`src/rtl/piano_key_pkg.sv`:
```
// Shared key-conditioning constants and types for the piano front end.
// Defaults assume the 50 MHz board clock (50000 cycles = 1 ms stability window).
package piano_key_pkg;

  localparam logic KEY_PRESSED  = 1'b1;
  localparam logic KEY_RELEASED = 1'b0;

  localparam int DEFAULT_SYNC_STAGES  = 2;
  localparam int DEFAULT_DEBOUNCE_CNT = 50000;

  typedef enum logic {
    ST_STABLE   = 1'b0,
    ST_CHANGING = 1'b1
  } chan_state_e;

endpackage

```
`src/rtl/key_debounce_chan.sv`:
```
// One key channel: synchroniser chain, stability counter, registered level and edge pulses.
// Press/release pulses exist only when KEY_DEBOUNCE_EDGE_EN is defined; otherwise tied to 0.
import piano_key_pkg::*;

module key_debounce_chan #(
  parameter int SYNC_STAGES  = DEFAULT_SYNC_STAGES,
  parameter int CNT_W        = 16,
  parameter int DEBOUNCE_CNT = DEFAULT_DEBOUNCE_CNT
) (
  input  logic clk,
  input  logic rst_n,
  input  logic key_raw,
  output logic key_level,
  output logic key_press,
  output logic key_release
);

  localparam logic [CNT_W-1:0] CNT_LAST = CNT_W'(DEBOUNCE_CNT - 1);

  logic [SYNC_STAGES-1:0] sync_r;
  logic                   key_sync_s;
  chan_state_e            state_r;
  chan_state_e            state_nxt_s;
  logic [CNT_W-1:0]       cnt_r;
  logic [CNT_W-1:0]       cnt_nxt_s;
  logic                   level_r;
  logic                   level_nxt_s;

  assign key_sync_s = sync_r[SYNC_STAGES-1];

  // Synchroniser shift chain for the asynchronous key pin.
  always_ff @(posedge clk or negedge rst_n) begin
    if (!rst_n) begin
      sync_r <= '0;
    end else begin
      sync_r <= {sync_r[SYNC_STAGES-2:0], key_raw};
    end
  end

  // Filter state, stability counter and accepted level.
  always_ff @(posedge clk or negedge rst_n) begin
    if (!rst_n) begin
      state_r <= ST_STABLE;
      cnt_r   <= '0;
      level_r <= 1'b0;
    end else begin
      state_r <= state_nxt_s;
      cnt_r   <= cnt_nxt_s;
      level_r <= level_nxt_s;
    end
  end

  // Next-state: any return to the accepted level restarts the stability window.
  always_comb begin
    state_nxt_s = state_r;
    cnt_nxt_s   = cnt_r;
    level_nxt_s = level_r;
    case (state_r)
      ST_STABLE: begin
        if (key_sync_s != level_r) begin
          if (cnt_r == CNT_LAST) begin
            level_nxt_s = key_sync_s;
            cnt_nxt_s   = '0;
          end else begin
            cnt_nxt_s   = cnt_r + 1'b1;
            state_nxt_s = ST_CHANGING;
          end
        end else begin
          cnt_nxt_s = '0;
        end
      end
      ST_CHANGING: begin
        if (key_sync_s == level_r) begin
          cnt_nxt_s   = '0;
          state_nxt_s = ST_STABLE;
        end else if (cnt_r == CNT_LAST) begin
          level_nxt_s = key_sync_s;
          cnt_nxt_s   = '0;
          state_nxt_s = ST_STABLE;
        end else begin
          cnt_nxt_s = cnt_r + 1'b1;
        end
      end
      default: begin
        state_nxt_s = ST_STABLE;
        cnt_nxt_s   = '0;
      end
    endcase
  end

  assign key_level = level_r;

`ifdef KEY_DEBOUNCE_EDGE_EN
  logic press_r;
  logic release_r;

  // Pulses are registered on the same edge that updates the accepted level.
  always_ff @(posedge clk or negedge rst_n) begin
    if (!rst_n) begin
      press_r   <= 1'b0;
      release_r <= 1'b0;
    end else begin
      press_r   <= (level_nxt_s != level_r) && (level_nxt_s == KEY_PRESSED);
      release_r <= (level_nxt_s != level_r) && (level_nxt_s == KEY_RELEASED);
    end
  end

  assign key_press   = press_r;
  assign key_release = release_r;
`else
  assign key_press   = 1'b0;
  assign key_release = 1'b0;
`endif

endmodule

```
`src/rtl/key_debounce_sync.sv`:
```
// Multi-channel key conditioner: WIDTH independent synchronise + debounce channels.
// Edge pulses are enabled by defining KEY_DEBOUNCE_EDGE_EN.
import piano_key_pkg::*;

module key_debounce_sync #(
  parameter int WIDTH        = 8,
  parameter int SYNC_STAGES  = DEFAULT_SYNC_STAGES,
  parameter int CNT_W        = 16,
  parameter int DEBOUNCE_CNT = DEFAULT_DEBOUNCE_CNT
) (
  input  logic             DCLK,
  input  logic             RSTN,
  input  logic [WIDTH-1:0] KEY_IN,
  output logic [WIDTH-1:0] KEY_OUT,
  output logic [WIDTH-1:0] KEY_PRESS,
  output logic [WIDTH-1:0] KEY_RELEASE
);

  for (genvar i = 0; i < WIDTH; i++) begin : g_chan
    key_debounce_chan #(
      .SYNC_STAGES (SYNC_STAGES),
      .CNT_W       (CNT_W),
      .DEBOUNCE_CNT(DEBOUNCE_CNT)
    ) u_chan (
      .clk        (DCLK),
      .rst_n      (RSTN),
      .key_raw    (KEY_IN[i]),
      .key_level  (KEY_OUT[i]),
      .key_press  (KEY_PRESS[i]),
      .key_release(KEY_RELEASE[i])
    );
  end

endmodule

```
`config.mk`:
```
export PLATFORM = sky130hd
export DESIGN_NAME = key_debounce_sync
export DESIGN_NICKNAME = d
export VERILOG_FILES = /design/src/rtl/piano_key_pkg.sv /design/src/rtl/key_debounce_chan.sv /design/src/rtl/key_debounce_sync.sv
export SDC_FILE = /design/constraint.sdc
export NUM_CORES = 1
export LEC_CHECK = 0
export ABC_AREA = 0
export BUFFER_PORTS_ARGS = -buffer_cell sky130_fd_sc_hd__buf_2
export CAP_MARGIN = 30
export CORE_MARGIN = 2
export CORE_UTILIZATION = 57
export DETAILED_ROUTE_END_ITERATION = 8
export PLACE_DENSITY_LB_ADDON = 0.05
export SYNTH_ARGS = -nofsm -noshare
export SYNTH_HDL_FRONTEND = slang
export SYNTH_SLANG_ARGS = --single-unit
```
`constraint.sdc`:
```
create_clock -name DCLK -period 2 [get_ports DCLK]
set_input_delay 0.3 -clock DCLK [delete_from_list [all_inputs] [get_ports DCLK]]
set_output_delay 0.3 -clock DCLK [all_outputs]
set_load 0.03 [all_outputs]
```
==> results of run 1 <==
## power by group through the flow
stage               Clock (W)  Combinational (W)  Sequential, W
floorplan                   0           0.000162        0.00322
global placement            0           0.000244        0.00323
detailed placement          0           0.000249        0.00323
CTS                   0.00306           0.000265        0.00318
global route          0.00321           0.000294        0.00319
finish                0.00298           0.000257        0.00318
## how the worst min path moves through the flow
stage	from	to	slack (ns)	depth (start not counted)
6_report	g_chan[0].u_chan.sync_r[0]$_DFF_PN0_	g_chan[0].u_chan.sync_r[1]$_DFF_PN0_	0.35	0
4_1_cts	g_chan[0].u_chan.sync_r[0]$_DFF_PN0_	g_chan[0].u_chan.sync_r[1]$_DFF_PN0_	0.35	0
3_5_place_dp	RSTN	g_chan[3].u_chan.cnt_r[11]$_DFF_PN0_	0.27	1
3_3_place_gp	RSTN	g_chan[3].u_chan.cnt_r[11]$_DFF_PN0_	0.27	1
5_1_grt	g_chan[0].u_chan.sync_r[0]$_DFF_PN0_	g_chan[0].u_chan.sync_r[1]$_DFF_PN0_	0.35	0
2_1_floorplan	RSTN	g_chan[0].u_chan.cnt_r[0]$_DFF_PN0_	0.004	0
## final cells by class
cell class / count / area (um2)
repair buffers: 41 / 319
flip-flops and latches: 152 / 3800
multi-input cells: 508 / 3110
fillers: 987 / 4090
clock buffers: 26 / 479
well taps: 168 / 210
clock inverters: 3 / 67.6
inverters: 23 / 86.3
## metal layers
| metal | wire length [um] | GRT usage [%] | vias up |
|---|---|---|---|
| met2 | 5700 | 32.2 | 51 |
| met4 | 136 | 6.59 | 0 |
| met1 | 5770 | 26.6 | 2399 |
| met5 | 0 | 0 | - |
| met3 | 355 | 5.92 | 10 |
| li1 | - | - | 2441 |
## worst register-to-register path, stage by stage (launching register included)
cell and delay (ns):
dfrtp_1 0.41, nor4b_1 0.34, nand3b_1 0.19, o41ai_4 0.37, buf_4 0.25, nor2_1 0.08
## metrics by stage
step | hold WS [ns] | util, % | setup slack [ns]
floorplan | 0.00441 | - | 0.331
global placement | 0.266 | 61.1 | 0.317
detailed placement | 0.272 | 61.1 | 0.259
CTS | 0.349 | 66.4 | 0.243
global route | 0.349 | 66.4 | 0.111
finish | 0.347 | 66.4 | 0.245
## cells in the final DEF, fill, tap and decap left out, types with 4 or more instances in the layout
cell type | Yosys | layout
dfrtp_1 | 152 | 152
nor2_1 | 142 | 142
xnor2_1 | 95 | 95
nand3_1 | 41 | 41
nor4_1 | 33 | 33
nand4_1 | 31 | 31
nand2_1 | 29 | 29
nor3_1 | 25 | 25
inv_1 | 23 | 23
xor2_1 | 20 | 20
clkbuf_16 | 0 | 17
conb_1 | 1 | 16
buf_2 | 7 | 16
buf_4 | 25 | 13
nor4bb_1 | 10 | 10
dlygate4sd3_1 | 0 | 9
ha_1 | 8 | 8
nor4b_1 | 7 | 7
clkbuf_1 | 2 | 7
and3_1 | 5 | 5
a21oi_1 | 5 | 5
mux2_2 | 5 | 5
nand4b_1 | 4 | 4
or3_1 | 4 | 4
## cells by family (layout without fill, tap and decap cells)
| logic type | after synthesis | in the layout | share of synthesized area (%) |
|---|---|---|---|
| other | 1 | 16 | 0.0523 |
| buffers and inverters | 57 | 93 | 4.41 |
| AOI/OAI and AO/OA | 13 | 13 | 1.40 |
| muxes | 8 | 8 | 1.26 |
| DFF | 152 | 152 | 53.0 |
| and+or+nand+nor | 348 | 348 | 24.4 |
| adders and majority gates | 8 | 8 | 1.40 |
| xor gates and xnor gates | 115 | 115 | 14.0 |
## registers in the layout, summed over array words and instances, names as in the netlist
register	cells
g_chan.u_chan.sync_r	16
g_chan.u_chan.key_level	8
g_chan.u_chan.cnt_r	128
## repair_timing
item | CTS | global route
hold buffers | 9 | 0
setup endpoints to repair | 0 | 0
endpoints found under the hold margin | 54 | 0
==> flow_metrics.env, run 1 <==
export IMPL_worst_path_stages=5
export IMPL_fin_area_mm2=0.00807
export IMPL_wl_per_cell_um=13.0
export IMPL_drive_above_1_share_pct=8.63
export IMPL_antenna_found_initial=0
export IMPL_grt_max_degree=52
export IMPL_synthCells=702
export IMPL_internal_power_w=0.00510
export IMPL_worstPathRequired_ns=2.30
export IMPL_num_nets_final=761
export IMPL_post_cts_buffers=0
export IMPL_via_per_inst=5.32
export IMPL_ys_warn_count=0
export IMPL_slowest_stage="dfrtp_1"
export IMPL_clock_skew_ns=0.00769
export IMPL_crit_end="g_chan[0].u_chan.cnt_r[10]$_DFF_PN0_"
export IMPL_cp_end_kind="flop"
export IMPL_synthTopCellsByCount="152 x dfrtp_1, 142 x nor2_1, 95 x xnor2_1, 41 x nand3_1, 33 x nor4_1"
export IMPL_cp_arrival_ns=2.06
export IMPL_power_leakage_nw=3.30
export IMPL_yosys_cell_types_count=37
export IMPL_rsz0062_at_grt="false"
export IMPL_track_usage_pct=20.1
export IMPL_maxCapViolCount=0
export IMPL_h_tree_depth=4
export IMPL_synth_edff_count=0
export IMPL_core_mm2=0.0122
export IMPL_hpwl_um=8210
export IMPL_numPortBuffers=17
export IMPL_max_freq_mhz=570
export IMPL_status="finished, final reports clean"
export IMPL_cts_tree="yes"
export IMPL_switching_share_pct=20.5
export IMPL_p_switching_w=0.00132
export IMPL_vias=4901
export IMPL_syn_to_final_growth_pct=12.6
export IMPL_setup_tns_ns=0
export IMPL_worst_r2r_path_depth=5
export IMPL_root_buffer="clkbuf_16"
export IMPL_place_area_mm2=0.00744
export IMPL_synth_seq_cells=152
export IMPL_cp_buffers_inverters=1
export IMPL_power_density_mw_per_mm2=795
export IMPL_grt_pass1_wl_um=21400
export IMPL_clk_path_buf_depth=2
export IMPL_timing_final_crit_share_pct=87.8
export IMPL_synthTopCellsByArea="dfrtp_1 53%, xnor2_1 12%, nor2_1 7.4%"
export IMPL_synth_most_common_cell="dfrtp_1"
export IMPL_slew_violations=0
export IMPL_finalCriticalPeriod_ns=1.76
export IMPL_path_delay_family="simple AND/OR/NAND/NOR gates"
export IMPL_grt_pass1_vias=4803
export IMPL_antenna_cells=0
export IMPL_critPathLaunch="g_chan[0].u_chan.cnt_r[12]$_DFF_PN0_"
export IMPL_ys_seq_area_share_pct=53.0
export IMPL_route_detailed_drc=0
export IMPL_min_path_type="reg -> reg"
export IMPL_hold_violations=0
export IMPL_die_area_mm2=0.0135
export IMPL_max_stage_delay_ns=0.41
export IMPL_p_seq_share_pct=49.6
export IMPL_die_h_um=116
export IMPL_peakVddDrop_mv=0.614
export IMPL_ant_nets=0
export IMPL_r2r_start="g_chan[0].u_chan.cnt_r[12]$_DFF_PN0_"
export IMPL_wl_um=12000
export IMPL_clk_pin_slew_worst_paths_ns=0.06
export IMPL_crit_type="reg -> reg"
export IMPL_dp_cells=883
export IMPL_start_util_pct=59.0
export IMPL_drt_pass1_iter_count=4
export IMPL_netlist_area_mm2=0.00717
export IMPL_stdcell_count=921
export IMPL_path_max_fanout=14
export IMPL_die_w_um=116
export IMPL_synthArstFlopShare_pct=100
export IMPL_r2r_end="g_chan[0].u_chan.cnt_r[10]$_DFF_PN0_"
export IMPL_gp_congestion=0.816
export IMPL_std_cell_rows=40
export IMPL_cts_sinks=152
export IMPL_path_cells="nor4b_1, nand3b_1, o41ai_4, buf_4, nor2_1"
export IMPL_synthFlopType="dfrtp_1"
export IMPL_yosys_area_top_type_share_pct=53.0
export IMPL_p_total_w=0.00641
export IMPL_clk_latency_ns=0.42
export IMPL_first_iter_violations=370
export IMPL_setup_violations_final=0
export IMPL_reg2reg_slack_ns=0.24
export IMPL_yosysTopAreaCell="dfrtp_1"
export IMPL_pwr_share_comb_pct=4.0
export IMPL_io_pins=34
export IMPL_cts_buffers=17
export IMPL_critPathLaunchType="flop"
export IMPL_clockPowerShare_pct=46.4
export IMPL_grt_ovfl_total=0
export IMPL_cts_resized=0
export IMPL_synth_avg_cell_area_um2=10.2
Power figures use the tool's default switching activity.
==> inputs of run 2 (changes only) <==
- CAP_MARGIN: 30 -> 0
- CORE_UTILIZATION: 57 -> 61
==> flow_metrics.env, run 2 (synthesized netlist as in run 1, its figures left out) <==
export IMPL_status="finished, final reports clean"
export IMPL_drt_pass1_iter_count=4
export IMPL_start_util_pct=62.5
export IMPL_first_iter_violations=331
export IMPL_peakVddDrop_mv=0.888
export IMPL_rsz0062_at_grt="false"
export IMPL_path_max_fanout=8
export IMPL_clk_path_buf_depth=2
export IMPL_die_area_mm2=0.0126
export IMPL_slew_violations=0
export IMPL_clk_pin_slew_worst_paths_ns=0.07
export IMPL_worst_pin_slew_ns=0.506
export IMPL_grt_pass1_vias=4850
export IMPL_r2r_start="g_chan[0].u_chan.cnt_r[0]$_DFF_PN0_"
export IMPL_setup_tns_ns=0
export IMPL_final_common_cell="dfrtp_1"
export IMPL_grt_ovfl_total=0
export IMPL_io_pins=34
export IMPL_wl_um=12000
export IMPL_max_freq_mhz=562
export IMPL_crit_type="reg -> reg"
export IMPL_grt_max_degree=60
export IMPL_cts_buffers=17
export IMPL_worstPathRequired_ns=2.31
export IMPL_via_per_inst=5.48
export IMPL_gp_congestion=0.865
export IMPL_core_mm2=0.0115
export IMPL_clock_skew_ns=0.00741
export IMPL_power_density_mw_per_mm2=806
export IMPL_clk_latency_ns=0.43
export IMPL_wl_per_cell_um=13.4
export IMPL_root_buffer="clkbuf_16"
export IMPL_cp_end_kind="flop"
export IMPL_min_path_type="in -> async"
export IMPL_cts_tree="yes"
export IMPL_relSlewSlack_pct=66.2
export IMPL_r2r_end="g_chan[0].u_chan.key_level$_DFFE_PN0P_"
export IMPL_regMostFlops="g_chan.u_chan.cnt_r"
export IMPL_cp_arrival_ns=2.09
export IMPL_final_cell_mix="152 x dfrtp_1, 142 x nor2_1, 95 x xnor2_1, 41 x nand3_1, 33 x nor4_1"
export IMPL_final_fill_count=863
export IMPL_hold_violations=0
export IMPL_critPathLaunch="g_chan[0].u_chan.cnt_r[0]$_DFF_PN0_"
export IMPL_worst_r2r_path_depth=4
export IMPL_cts_sinks=152
export IMPL_place_area_mm2=0.00738
export IMPL_h_tree_depth=4
export IMPL_power_leakage_nw=3.31
export IMPL_antenna_cells=0
export IMPL_crit_end="g_chan[0].u_chan.key_level$_DFFE_PN0P_"
export IMPL_std_cell_rows=39
export IMPL_largest_reg_flops=128
export IMPL_setup_violations_final=0
export IMPL_ant_nets=0
export IMPL_die_h_um=112
export IMPL_reg2reg_slack_ns=0.22
export IMPL_fin_area_mm2=0.00804
export IMPL_finalCriticalPeriod_ns=1.78
export IMPL_syn_to_final_growth_pct=12.2
export IMPL_track_usage_pct=21.3
export IMPL_cts_resized=0
export IMPL_vias=4910
export IMPL_antenna_found_initial=0
export IMPL_maxCapViolCount=0
export IMPL_critPathLaunchType="flop"
export IMPL_drive_above_1_share_pct=9.56
export IMPL_grt_pass1_wl_um=21800
export IMPL_numPortBuffers=17
export IMPL_hpwl_um=8060
export IMPL_route_detailed_drc=0
export IMPL_timing_final_crit_share_pct=89.0
export IMPL_num_nets_final=758
export IMPL_die_w_um=112
run 2: cell types whose count changed in the layout (fill, tap and decap cells not counted), moves of 2 or more:
| cell | change |
|---|---|
| inv_6 | +10 |
| clkbuf_1 | -7 |
| buf_4 | -3 |
| inv_8 | +3 |
| bufinv_16 | -2 |
| clkbuf_8 | -2 |
run 2: final cells by class:
class / instances / area (um2) / share of cell area [%]
well taps: 143 / 179 / 2.22
repair buffers: 38 / 297 / 3.69
multi-input cells: 508 / 3110 / 38.6
clock buffers: 17 / 425 / 5.29
flip-flops and latches: 152 / 3800 / 47.3
inverters: 23 / 86.3 / 1.07
clock inverters: 15 / 146 / 1.82
run 2: metrics by stage:
stage | instances | hold slack (ns) | power [W] | util [%] | setup WS (ns)
6_report | 896 | 0.276 | 0.00648 | 70.1 | 0.220
3_3_place_gp | 855 | 0.153 | 0.00347 | 64.4 | 0.273
4_1_cts | 896 | 0.264 | 0.00657 | 70.1 | 0.223
3_5_place_dp | 855 | 0.154 | 0.00348 | 64.4 | 0.236
5_1_grt | 896 | 0.281 | 0.00675 | 70.1 | 0.0898
2_1_floorplan | 717 | 0.00441 | 0.00339 | - | 0.331
run 2: report_power, final:
part	switching, W	total (W)	leakage (nW)	internal, W
sequential	0.0000484	0.00318	2.07	0.00313
combinational	0.000173	0.000255	0.961	0.0000819
clock	0.00139	0.00305	0.284	0.00166
run 2: worst min-delay path by stage:
stage                                            to  slack (ns)
2_1_floorplan   g_chan[0].u_chan.cnt_r[0]$_DFF_PN0_       0.004
3_3_place_gp   g_chan[3].u_chan.cnt_r[11]$_DFF_PN0_        0.15
3_5_place_dp   g_chan[3].u_chan.cnt_r[11]$_DFF_PN0_        0.15
4_1_cts        g_chan[3].u_chan.cnt_r[11]$_DFF_PN0_        0.26
5_1_grt         g_chan[6].u_chan.cnt_r[9]$_DFF_PN0_        0.28
6_report        g_chan[7].u_chan.cnt_r[7]$_DFF_PN0_        0.28
run 2: repair_timing:
item                      4_1_cts  5_1_grt
hold buffers                    9        0
hold endpoints to repair       60        0
buffers inserted                0        0
run 2: critical path, stage by stage, from the launching register on:
cell and delay [ns]:
dfrtp_1 0.41, ha_1 0.20, nand3_1 0.31, nor4_1 0.39
mux2_1 0.35
run 2: metal layers:
layer  vias up  GRT usage, %  share of wire, %
li1       2441             -                 -
met1      2377          28.3                48
met2        71          33.7                47
met3        21          5.13               3.0
met4         0          9.27               1.8
met5         -             0                 0
==> inputs of run 3 (changes only) <==
- ABC_CLOCK_PERIOD_IN_PS: not set -> 1500
- CORE_UTILIZATION: 61 -> 55
- GPL_TIMING_DRIVEN: not set -> 1
- clock period: 2 -> 1.5 ns (I/O delays scaled with it)
==> flow_metrics.env, run 3 (synthesized netlist as in run 1, its figures left out) <==
export IMPL_cts_tree="yes"
export IMPL_path_max_fanout=6
export IMPL_pwr_share_comb_pct=5.7
export IMPL_cts_buffers=17
export IMPL_ant_nets=0
export IMPL_num_nets_final=879
export IMPL_die_w_um=118
export IMPL_worstPathRequired_ns=1.80
export IMPL_cp_arrival_ns=1.89
export IMPL_h_tree_depth=4
export IMPL_finalCriticalPeriod_ns=1.58
export IMPL_critPathLaunchType="flop"
export IMPL_start_util_pct=56.6
export IMPL_final_cell_mix="150 x dfrtp_1, 120 x buf_4, 111 x nor2_1, 94 x xnor2_1, 33 x nand3_1"
export IMPL_track_usage_pct=22.0
export IMPL_cts_sinks=152
export IMPL_route_detailed_drc=0
export IMPL_power_leakage_nw=3.99
export IMPL_regMostFlops="g_chan.u_chan.cnt_r"
export IMPL_worst_r2r_path_depth=4
export IMPL_io_pins=34
export IMPL_max_freq_mhz=631
export IMPL_grt_pass1_wl_um=24900
export IMPL_gp_congestion=0.867
export IMPL_p_seq_share_pct=47.4
export IMPL_crit_type="reg -> reg"
export IMPL_syn_to_final_growth_pct=35.9
export IMPL_status="finished with violations"
export IMPL_via_per_inst=5.35
export IMPL_violations="setup timing"
export IMPL_hpwl_um=9580
export IMPL_switching_share_pct=21.6
export IMPL_wl_um=15400
export IMPL_drt_pass1_iter_count=6
export IMPL_min_path_type="in -> async"
export IMPL_final_common_cell="dfrtp_1"
export IMPL_path_cells="or3_4, o41ai_4, buf_4, nor2_1"
export IMPL_die_h_um=118
export IMPL_antenna_cells=0
export IMPL_pre_cts_ws_ns=-0.140
export IMPL_first_iter_violations=368
export IMPL_final_fill_count=856
export IMPL_antenna_found_initial=0
export IMPL_die_area_mm2=0.0140
export IMPL_root_buffer="clkbuf_16"
export IMPL_slowest_stage="or3_4"
export IMPL_std_cell_rows=41
export IMPL_clk_latency_ns=0.42
export IMPL_hold_violations=0
export IMPL_setup_violations_final=35
export IMPL_drive_above_1_share_pct=33.4
export IMPL_rsz0062_at_grt="true"
export IMPL_timing_final_crit_share_pct=106
export IMPL_maxCapViolCount=0
export IMPL_power_density_mw_per_mm2=918
export IMPL_core_mm2=0.0127
export IMPL_clk_pin_slew_worst_paths_ns=0.06
export IMPL_wl_per_cell_um=14.7
export IMPL_vias=5577
export IMPL_clk_path_buf_depth=2
export IMPL_cp_end_kind="flop"
export IMPL_postLayoutSetupSlackWorst_ns=-0.0846
export IMPL_grt_pass1_vias=5582
export IMPL_numPortBuffers=17
export IMPL_clock_skew_ns=0.00768
export IMPL_fin_util_pct=76.9
export IMPL_grt_ovfl_total=0
export IMPL_slew_violations=0
export IMPL_internal_power_w=0.00702
export IMPL_p_switching_w=0.00193
export IMPL_largest_reg_flops=128
export IMPL_clockPowerShare_pct=46.9
export IMPL_grt_max_degree=50
export IMPL_max_stage_delay_ns=0.41
export IMPL_peakVddDrop_mv=0.843
-- run 3: critical path: cells and delay by family (launching register included) --
family	cells	cell delay, ns
simple gates	2	0.47
buf+inv	1	0.22
compound gates	1	0.40
flops	1	0.38
-- run 3: power groups by stage --
stage                     clock network (W)  logic (W)  registers (W)
final                               0.00420   0.000508        0.00424
after global routing                0.00446   0.000565        0.00425
after CTS                           0.00429   0.000450        0.00423
after detailed placement                  0   0.000423        0.00430
after global placement                    0   0.000412        0.00430
after floorplan                           0   0.000223        0.00430
-- run 3: final timing paths --
kind                                                      startpoint  slack (ns)                                   end
worst max-delay path            g_chan[0].u_chan.cnt_r[11]$_DFF_PN0_       -0.08   g_chan[0].u_chan.cnt_r[9]$_DFF_PN0_
worst min-delay path                                            RSTN        0.28   g_chan[7].u_chan.cnt_r[1]$_DFF_PN0_
worst max register to register  g_chan[0].u_chan.cnt_r[11]$_DFF_PN0_       -0.08   g_chan[0].u_chan.cnt_r[9]$_DFF_PN0_
worst min register to register  g_chan[7].u_chan.sync_r[0]$_DFF_PN0_        0.35  g_chan[7].u_chan.sync_r[1]$_DFF_PN0_
max in group asynchronous                                       RSTN        0.65   g_chan[6].u_chan.cnt_r[7]$_DFF_PN0_
min in group DCLK               g_chan[7].u_chan.sync_r[0]$_DFF_PN0_        0.35  g_chan[7].u_chan.sync_r[1]$_DFF_PN0_
-- run 3: per-layer routing --
metal | up-vias | GRT usage (%) | share of wire [%] | routed length (um)
met2 | 92 | 37.0 | 52 | 8060
met5 | - | 0 | 0 | 0
met3 | 21 | 4.78 | 3.1 | 481
met1 | 2784 | 27.6 | 43 | 6600
li1 | 2680 | - | - | -
met4 | 0 | 8.66 | 1.4 | 214
-- run 3: per-stage QoR --
stage,hold WS [ns],setup TNS (ns),power (W),cells,instance area (um2)
floorplan,-0.0706,-1.40,0.00452,717,7290
global placement,0.136,-1.78,0.00471,975,8190
detailed placement,0.138,-2.23,0.00473,975,8190
CTS,0.263,-0.832,0.00897,1024,9040
global route,0.295,-5.43,0.00927,1043,9750
finish,0.282,-2.15,0.00895,1043,9750
-- run 3: final cells by class --
cell class | count | area (um2) | area share (%)
clock buffers | 22 | 494 | 5.07
clock inverters | 7 | 93.8 | 0.963
inverters | 23 | 86.3 | 0.886
multi-input cells | 510 | 3770 | 38.7
flip-flops and latches | 152 | 3810 | 39.1
well taps | 172 | 215 | 2.21
repair buffers | 157 | 1280 | 13.1
-- run 3: what timing repair did --
item                       in CTS  in global routing
setup endpoints to repair      48                122
pin swaps                      17                 37
hold endpoints to repair       36                  0
buffers inserted               10                 17
gates cloned                    1                  2
hold buffers                    9                  0
resized for setup              19                120
